`config.mk`:
```
export PLATFORM = sky130hd
export DESIGN_NAME = ili9341_bus_receiver
export DESIGN_NICKNAME = d
export VERILOG_FILES = /design/src/rtl/ili9341_pkg.sv /design/src/rtl/ili9341_bus_sync.sv /design/src/rtl/ili9341_bus_receiver.sv
export SDC_FILE = /design/constraint.sdc
export NUM_CORES = 1
export LEC_CHECK = 0
export CAP_MARGIN = 0
export CORE_ASPECT_RATIO = 1.75
export CORE_MARGIN = 2
export CORE_UTILIZATION = 59
export CTS_CLUSTER_DIAMETER = 150
export DETAILED_ROUTE_END_ITERATION = 8
export PLACE_DENSITY = 0.8
export SLEW_MARGIN = 20
export SYNTH_ARGS = -nofsm -noshare
export SYNTH_HDL_FRONTEND = slang
export SYNTH_SLANG_ARGS = --single-unit
```
`constraint.sdc`:
```
create_clock -name clk -period 3.11 [get_ports clk]
set_clock_uncertainty 0.15 [all_clocks]
set_input_delay 0.622 -clock clk [delete_from_list [all_inputs] [get_ports clk]]
set_output_delay 0.622 -clock clk [all_outputs]
set_load 0.02 [all_outputs]
```
`src/rtl/ili9341_pkg.sv`:
```
// Shared constants and FSM state encoding for the ILI9341 bus receiver.
package ili9341_pkg;

  localparam int DEF_WIDTH  = 240;
  localparam int DEF_HEIGHT = 320;

  localparam logic [7:0] CMD_SWRESET = 8'h01;
  localparam logic [7:0] CMD_CASET   = 8'h2A;
  localparam logic [7:0] CMD_PASET   = 8'h2B;
  localparam logic [7:0] CMD_RAMWR   = 8'h2C;

  typedef enum logic [2:0] {
    IDLE,
    CASET,
    PASET,
    RAMWR,
    SKIP
  } rx_state_t;

endpackage

```
`src/rtl/ili9341_bus_sync.sv`:
```
// Bus input synchronisers plus write-strobe rising-edge detect gated by chip select.
module ili9341_bus_sync #(
  parameter int SYNC_STAGES = 2
) (
  input  logic       clk,
  input  logic       reset,
  input  logic       ncs,
  input  logic       cmd_data,
  input  logic       write_edge,
  input  logic       nreset,
  input  logic [7:0] din,
  output logic       strobe,
  output logic [7:0] data,
  output logic       dc,
  output logic       nreset_s
);

  // Bus bundle layout: {nreset, ncs, cmd_data, write_edge, din[7:0]}.
  // Rest value is an idle, deselected bus with the panel out of reset.
  localparam logic [11:0] BUS_REST = {1'b1, 1'b1, 1'b0, 1'b0, 8'h00};

  logic [SYNC_STAGES-1:0][11:0] sync_q;
  logic [11:0]                  bus_s;
  logic                         we_prev;

  // Shift every bus line through the synchroniser chain; remember the last strobe level.
  always_ff @(posedge clk) begin
    if (reset) begin
      sync_q  <= {SYNC_STAGES{BUS_REST}};
      we_prev <= 1'b0;
    end else begin
      sync_q[0] <= {nreset, ncs, cmd_data, write_edge, din};
      for (int i = 1; i < SYNC_STAGES; i++) sync_q[i] <= sync_q[i-1];
      we_prev <= sync_q[SYNC_STAGES-1][8];
    end
  end

  assign bus_s    = sync_q[SYNC_STAGES-1];
  // Edge tracking runs regardless of ncs, so a strobe rising while deselected is simply lost.
  assign strobe   = bus_s[8] & ~we_prev & ~bus_s[10];
  assign dc       = bus_s[9];
  assign data     = bus_s[7:0];
  assign nreset_s = bus_s[11];

endmodule

```
`src/rtl/ili9341_bus_receiver.sv`:
```
// ILI9341 8080 write-bus responder: command decode, window registers and RGB565 pixel stream.
module ili9341_bus_receiver
  import ili9341_pkg::*;
#(
  parameter int WIDTH       = DEF_WIDTH,
  parameter int HEIGHT      = DEF_HEIGHT,
  parameter int COORD_W     = 9,
  parameter int SYNC_STAGES = 2
) (
  input  logic               clk,
  input  logic               reset,
  input  logic               ncs,
  input  logic               cmd_data,
  input  logic               write_edge,
  input  logic               nreset,
  input  logic [7:0]         din,
  output logic               pix_valid,
  output logic [COORD_W-1:0] pix_x,
  output logic [COORD_W-1:0] pix_y,
  output logic [15:0]        pix_data,
  output logic               cmd_valid,
  output logic [7:0]         cmd_byte,
  output logic               frame_done
);

  localparam logic [15:0] W16 = 16'(WIDTH);
  localparam logic [15:0] H16 = 16'(HEIGHT);

  logic       strb, dc, nreset_s, swrst;
  logic [7:0] data;

  rx_state_t   state;
  logic [1:0]  param_idx;
  logic        byte_phase;
  logic [7:0]  hi;
  logic [23:0] shadow;
  logic [15:0] sc, ec, sp, ep;
  logic [15:0] cur_x, cur_y;
  logic        x_end, y_end;

  ili9341_bus_sync #(.SYNC_STAGES(SYNC_STAGES)) u_sync (
    .clk        (clk),
    .reset      (reset),
    .ncs        (ncs),
    .cmd_data   (cmd_data),
    .write_edge (write_edge),
    .nreset     (nreset),
    .din        (din),
    .strobe     (strb),
    .data       (data),
    .dc         (dc),
    .nreset_s   (nreset_s)
  );

  assign swrst = strb & ~dc & (data == CMD_SWRESET);
  // >= rather than == so an inverted window degrades to a single row/column instead of running away.
  assign x_end = (cur_x >= ec);
  assign y_end = (cur_y >= ep);

  // Command/parameter FSM, window registers, pixel cursor and registered output pulses.
  always_ff @(posedge clk) begin
    if (reset || !nreset_s || swrst) begin
      // SWRESET shares the reset path but still reports itself as an accepted command.
      cmd_valid  <= swrst && !reset && nreset_s;
      cmd_byte   <= (swrst && !reset && nreset_s) ? CMD_SWRESET : 8'h00;
      pix_valid  <= 1'b0;
      frame_done <= 1'b0;
      pix_x      <= '0;
      pix_y      <= '0;
      pix_data   <= 16'h0000;
      state      <= IDLE;
      param_idx  <= 2'd0;
      byte_phase <= 1'b0;
      hi         <= 8'h00;
      shadow     <= 24'h0;
      sc         <= 16'h0000;
      ec         <= W16 - 16'd1;
      sp         <= 16'h0000;
      ep         <= H16 - 16'd1;
      cur_x      <= 16'h0000;
      cur_y      <= 16'h0000;
    end else begin
      pix_valid  <= 1'b0;
      cmd_valid  <= 1'b0;
      frame_done <= 1'b0;
      if (strb && !dc) begin
        // Commands always win, dropping any partial parameter set or half pixel.
        cmd_valid  <= 1'b1;
        cmd_byte   <= data;
        param_idx  <= 2'd0;
        byte_phase <= 1'b0;
        case (data)
          CMD_CASET: state <= CASET;
          CMD_PASET: state <= PASET;
          CMD_RAMWR: begin
            state <= RAMWR;
            cur_x <= sc;
            cur_y <= sp;
          end
          default:   state <= SKIP;
        endcase
      end else if (strb) begin
        case (state)
          CASET, PASET: begin
            if (param_idx == 2'd3) begin
              // Window commits only once all four bytes have arrived.
              if (state == CASET) begin
                sc <= shadow[23:8];
                ec <= {shadow[7:0], data};
              end else begin
                sp <= shadow[23:8];
                ep <= {shadow[7:0], data};
              end
              param_idx <= 2'd0;
              state     <= SKIP;
            end else begin
              shadow    <= {shadow[15:0], data};
              param_idx <= param_idx + 2'd1;
            end
          end
          RAMWR: begin
            if (!byte_phase) begin
              hi         <= data;
              byte_phase <= 1'b1;
            end else begin
              byte_phase <= 1'b0;
              pix_data   <= {hi, data};
              pix_x      <= cur_x[COORD_W-1:0];
              pix_y      <= cur_y[COORD_W-1:0];
              // Off-panel pixels are dropped but still walk the cursor.
              pix_valid  <= (cur_x < W16) && (cur_y < H16);
              frame_done <= x_end && y_end;
              if (x_end) begin
                cur_x <= sc;
                cur_y <= y_end ? sp : cur_y + 16'd1;
              end else begin
                cur_x <= cur_x + 16'd1;
              end
            end
          end
          default: ;
        endcase
      end
    end
  end

endmodule
```
== Word level (Yosys, flattened, before mapping) ==
Index checks and enable logic that the tools add are counted.
Word-level totals
  register bits: 204
  input port bits: 14
  output and inout bits: 45
Cells by class
  $add $sub $neg: 3
  order comparisons: 4
  equal/unequal tests: 9
  multiplexer cells: 25
  bitwise gates (word level): 13
  reduce and logical (&&, ||, !) cells: 30
Operators by type and width (count)
  2-to-1 mux 16 bit: 13
  adder 16 x 1 -> 16 bit (second input constant): 2
  >= comparator 16 bit: 2
  equality test 8 x 6 -> 1 bit (second input constant): 3
  less-than comparator 16 x 8 -> 1 bit (second input constant): 1
  less-than comparator 16 x 9 -> 1 bit (second input constant): 1
  2-to-1 mux 8 bit: 2
  AND reduction 4 bit: 4
  AND reduction 5 bit: 3
  nonzero test 2 bit: 7
  2-to-1 mux 3 bit: 4
  inverter 1 bit: 9
  one-hot mux 3 bit (3 select lines): 1
  equality test 8 x 1 -> 1 bit (second input constant): 1
  equality test 3 x 2 -> 1 bit (second input constant): 2
  logical AND 1 bit: 5
  OR reduction 5 bit: 1
  bitwise AND 1 bit: 4
  2-to-1 mux 1 bit: 4
  AND reduction 2 bit: 2
  OR reduction 2 bit: 2
  equality test 3 x 1 -> 1 bit (second input constant): 1
  logical NOT 1 bit: 3
  AND reduction 3 bit: 1
  5 further kinds: 6

== Depth between registers and ports, before layout ==
  word-level depth: 9
  depth in mapped cells: 11
  mapped depth without buffers: 9

== By module ==
A second synthesis with hierarchy kept.
Second synthesis, totals
  cell total of the unflattened synthesis: 1075
  area, all modules: 8864.8 um2
Modules (own cells, without submodules)
  ili9341_bus_receiver: instances 1, cells an instance 1014, area each 8119.0 um2
  ili9341_bus_sync: instances 1, cells an instance 61, area each 745.7 um2

== Least setup slack after synthesis ==
OpenSTA, ideal clock, no wires.
  kind: flip-flop to flip-flop
  start: register cur_y[0]
  end: register cur_y[5]
  library setup time: 0.125 ns
  arrival time: 2.436 ns
  required time: 2.835 ns
  setup slack: 0.400 ns
  cell stages (with the launch flop): 12
  period minus slack after synthesis: 2.710 ns
  cell sequence: dfxtp_1 > inv_1 > ha_1 > nand2b_1 > a2111oi_0 > a2111oi_0 > or3b_2 > buf_2 > nand2b_1 > buf_2 > a21oi_1 > o32ai_1
On the way
  word-level cells in the longest chain between the ends: 7
  elaborated cells on any way between the ends: 8
RTL lines
  start, declared: RTL line ili9341_bus_receiver.sv:38  | logic [15:0] cur_x, cur_y;
  start signal, assigned: RTL line ili9341_bus_receiver.sv:98  | cur_y <= sp;
  start signal, assigned: RTL line ili9341_bus_receiver.sv:135  | cur_y <= y_end ? sp : cur_y + 16'd1;
  adder 16 x 1 -> 16 bit or >= comparator 16 bit (tied branches): RTL line ili9341_bus_receiver.sv:135, ili9341_bus_receiver.sv:58
  2-to-1 mux 16 bit *: RTL line ili9341_bus_receiver.sv:135
  2-to-1 mux 16 bit *: RTL line ili9341_bus_receiver.sv:133  | if (x_end) begin
  2-to-1 mux 16 bit *: RTL line ili9341_bus_receiver.sv:122  | if (!byte_phase) begin
  2-to-1 mux 16 bit *: RTL line ili9341_bus_receiver.sv:103  | case (state)
  2-to-1 mux 16 bit *: RTL line ili9341_bus_receiver.sv:102  | end else if (strb) begin
  2-to-1 mux 16 bit *: RTL line ili9341_bus_receiver.sv:86  | if (strb && !dc) begin
Mark *: on every way between the ends. The rest lies on a longest branch, timed or not. The select of a mux whose other input is x is not followed.
A chain may end at the register's enable or synchronous reset.

== Worst setup path in the final report ==
  start: register u_sync.sync_q, in the netlist u_sync.bus_s[9]
  end: register cur_x[3]
On the way
  word-level cells in the longest chain between the ends: 4
  elaborated cells on any way between the ends: 12
RTL lines
  start, declared: RTL line ili9341_bus_sync.sv:22  | logic [SYNC_STAGES-1:0][11:0] sync_q;
  start signal, assigned: RTL line ili9341_bus_sync.sv:29  | sync_q <= {SYNC_STAGES{BUS_REST}};
  logical NOT 1 bit or inverter 1 bit (tied branches): RTL line ili9341_bus_receiver.sv:86, ili9341_bus_receiver.sv:55
  logical AND 1 bit or bitwise AND 1 bit (tied branches): RTL line ili9341_bus_receiver.sv:86, ili9341_bus_receiver.sv:55
  inequality test 2 x 1 -> 1 bit (no line) (tied with other cells)
  AND reduction 4 bit (no line) or logical OR 1 bit (tied branches)
  end signal, assigned: RTL line ili9341_bus_receiver.sv:137  | cur_x <= cur_x + 16'd1;
  end, declared: RTL line ili9341_bus_receiver.sv:38
Several ways; a longest one is shown, not always the timed one.

==> results.ini <==
[run_status]
outcome=finished, final reports clean

[placed_design]
place_hpwl_um=16100
io_buffers=58
place.gp.congestion=0.939
dpl-instance-area_sq_um=9560
place_ws_ns=0.114

[critical_path]
crit_arrival_ns=3.29
path_class=flop to flop
start_kind=flop
startpoint=u_sync.bus_s[9]
crit_buf_inv=0
required_ns=3.34
r2r_slack_ns=0.06
crit_chain=or4b_4, nor4_4, and3_1, a21o_1, nand2_1, o22ai_1
reg2reg_depth=6
worstSetupEndpointType=flop
worst-path-max-fanout=11
r2r_start=u_sync.bus_s[9]
slowest_delay_ns=0.63
slowest_stage=or4b_4
cp_top_family=simple AND/OR/NAND/NOR gates
cp.depth=6
r2r-end=cur_x[3]
cp-endpoint=cur_x[3]

[yosys]
seq_area_frac_synth_pct=48.1
async_flop_share_pct=0
synth_area_leaders=dfxtp_1 (45%), nand2_1 (12%), a21oi_1 (9.5%)
ys_seq_elements=204
synthCells=1052
ys_warn_count=0
synth_edf_count=8
avgSynthCellArea_sq_um=8.23
syn-num-nets=1101
yosysMostFrequentCell=nand2_1
synth_flop_cell=dfxtp_1
synthTopCellsByCount=nand2_1 (281), dfxtp_1 (196), a21oi_1 (164)
synth_top_area_share_pct=45.3
syn_area_sq_um=8660
synth_top_cell_by_area=dfxtp_1
synth_cell_type_count=57

[route]
drt_iter0_markers=801
vias_per_cell=5.93
ant_nets=0
routed_wl_um=22700
wl_per_cell_um=17.4
remaining_drc_errors=0
vias=7736
drtPass1Iterations=6

[pwr]
seqPwrFrac_pct=52.0
ir_worst_vdd_mv=0.469
p_switching_mw=1.06
swShare_pct=20.6
combPwrFrac_pct=2.8
power.internal_mw=4.07
p_leak_nw=3.71
p_clk_share_pct=45.2
p_per_area_nw_per_um2=504

[global_route]
grt_usage_pct=29.4
overflow=0
antenna_found_initial=0
grt_pass1_wl_um=36200
grt_max_degree=81
grt_pass1_vias=7301

[cells_and_area]
fin_area_sq_um=10200
area_growth_pct=17.6
layout-drive-gt1-share_pct=9.16
n_fill_cell=1178
diodes=0
post-route-util_pct=70.9
fin_nets=1161

[timing]
fmax_mhz=327
timing.final.crit_share_pct=98.2
finalSetupViolCount=0
rsz0062_at_grt=false
tns_ns=0
slew_headroom_pct=33.7
finalMaxSlewViolations=0
fin_crit_ns=3.05
worst_slew_pin_slew_ns=0.995
fin_ws_ns=0.0563
hold_viol=0

[clock_network]
cts_num_sinks=204
ctsResizeCount=0
postCtsSetupBuffers=0
cts_tree=built
clockBufferDepth=3
clkSlewWorstSetupHoldPaths_ns=0.06
worstSkewPairLatency_ns=0.49
cts_buffers=19
hold_buffers=0
root_buffer=clkbuf_16
h-tree-depth=1

[floorplan]
dieArea_sq_um=15700
fp.dieH_um=164
num_rows=58
core-area_sq_um=14400
ioPinCount=59
initial_core_util_pct=60.3
dieWidth_um=95.6

[min_path]
hold_class=flop to flop

[job]
drv_cap=0

per-stage QoR:
| stage | hold WS (ns) | total power, mW | std cells |
|---|---|---|---|
| finish | 0.275 | 5.13 | 1304 |
| CTS | 0.280 | 5.15 | 1304 |
| detailed placement | 0.256 | 2.87 | 1271 |
| floorplan | 0.239 | 2.80 | 1052 |
| global route | 0.287 | 5.28 | 1304 |
| global placement | 0.241 | 2.87 | 1271 |
metal layers:
layer / GRT usage (%) / up-vias / wire (um)
met5: 0 / - / 0
met4: 16.1 / 0 / 1320
met3: 3.26 / 92 / 1160
met2: 52.6 / 288 / 11700
met1: 33.2 / 3650 / 8500
li1: - / 3706 / -
power groups by stage:
| stage | clock network [mW] | registers (mW) | logic [mW] |
|---|---|---|---|
| final | 2.32 | 2.67 | 0.142 |
| after floorplan | 0 | 2.73 | 0.0726 |
| after global routing | 2.46 | 2.67 | 0.153 |
| after detailed placement | 0 | 2.73 | 0.141 |
| after global placement | 0 | 2.73 | 0.140 |
| after CTS | 2.34 | 2.67 | 0.142 |
area by class of cell:
| cell class | instances | area, sq um | area share, % |
|---|---|---|---|
| multi-input combinational | 743 | 4080 | 40.1 |
| timing repair buffer | 106 | 953 | 9.36 |
| sequential | 204 | 4160 | 40.9 |
| clock buffer | 29 | 543 | 5.33 |
| tap | 180 | 225 | 2.21 |
| clock inverter | 4 | 72.6 | 0.713 |
| inverter | 38 | 143 | 1.40 |
state kept, by name, indices dropped and copies added (netlist names), 16 cells and up:
name and cells:
ep 16, sc 16, sp 16, shadow 24
cur_y 16, ec 16, cur_x 16, pix_data 16
worst min path at each step:
stage	start	end	slack (ns)	depth (start not counted)
floorplan	u_sync.sync_q[10]	u_sync.bus_s[10]	0.24	1
global placement	u_sync.sync_q[10]	u_sync.bus_s[10]	0.24	1
detailed placement	u_sync.sync_q[10]	u_sync.bus_s[10]	0.26	1
CTS	u_sync.sync_q[11]	u_sync.bus_s[11]	0.28	1
global route	u_sync.sync_q[10]	u_sync.bus_s[10]	0.29	1
finish	u_sync.sync_q[11]	u_sync.bus_s[11]	0.28	1
layout by cell type, fill, tap and decap left out, types with 18 or more instances in the layout:
cell type,n
buf_4,47
o21ai_0,18
inv_1,38
nor2b_1,24
a21oi_1,164
ha_1,35
clkbuf_16,19
nand3_1,24
dfxtp_1,196
clkdlybuf4s50_1,58
nand2_1,280
nor2_1,29
o22ai_1,19
logic make-up after synthesis:
group / count (synthesis) / share of synthesized area (%)
AO/OA/AOI/OAI: 248 / 16.5
XOR/XNOR: 2 / 0.202
adder cells (fa/ha/maj): 35 / 5.06
buffers and inverters: 105 / 5.23
flip-flops: 204 / 48.1
multiplexers: 13 / 1.52
AND/OR/NAND/NOR: 445 / 23.4
No activity file was read; power rests on OpenSTA's default activity.
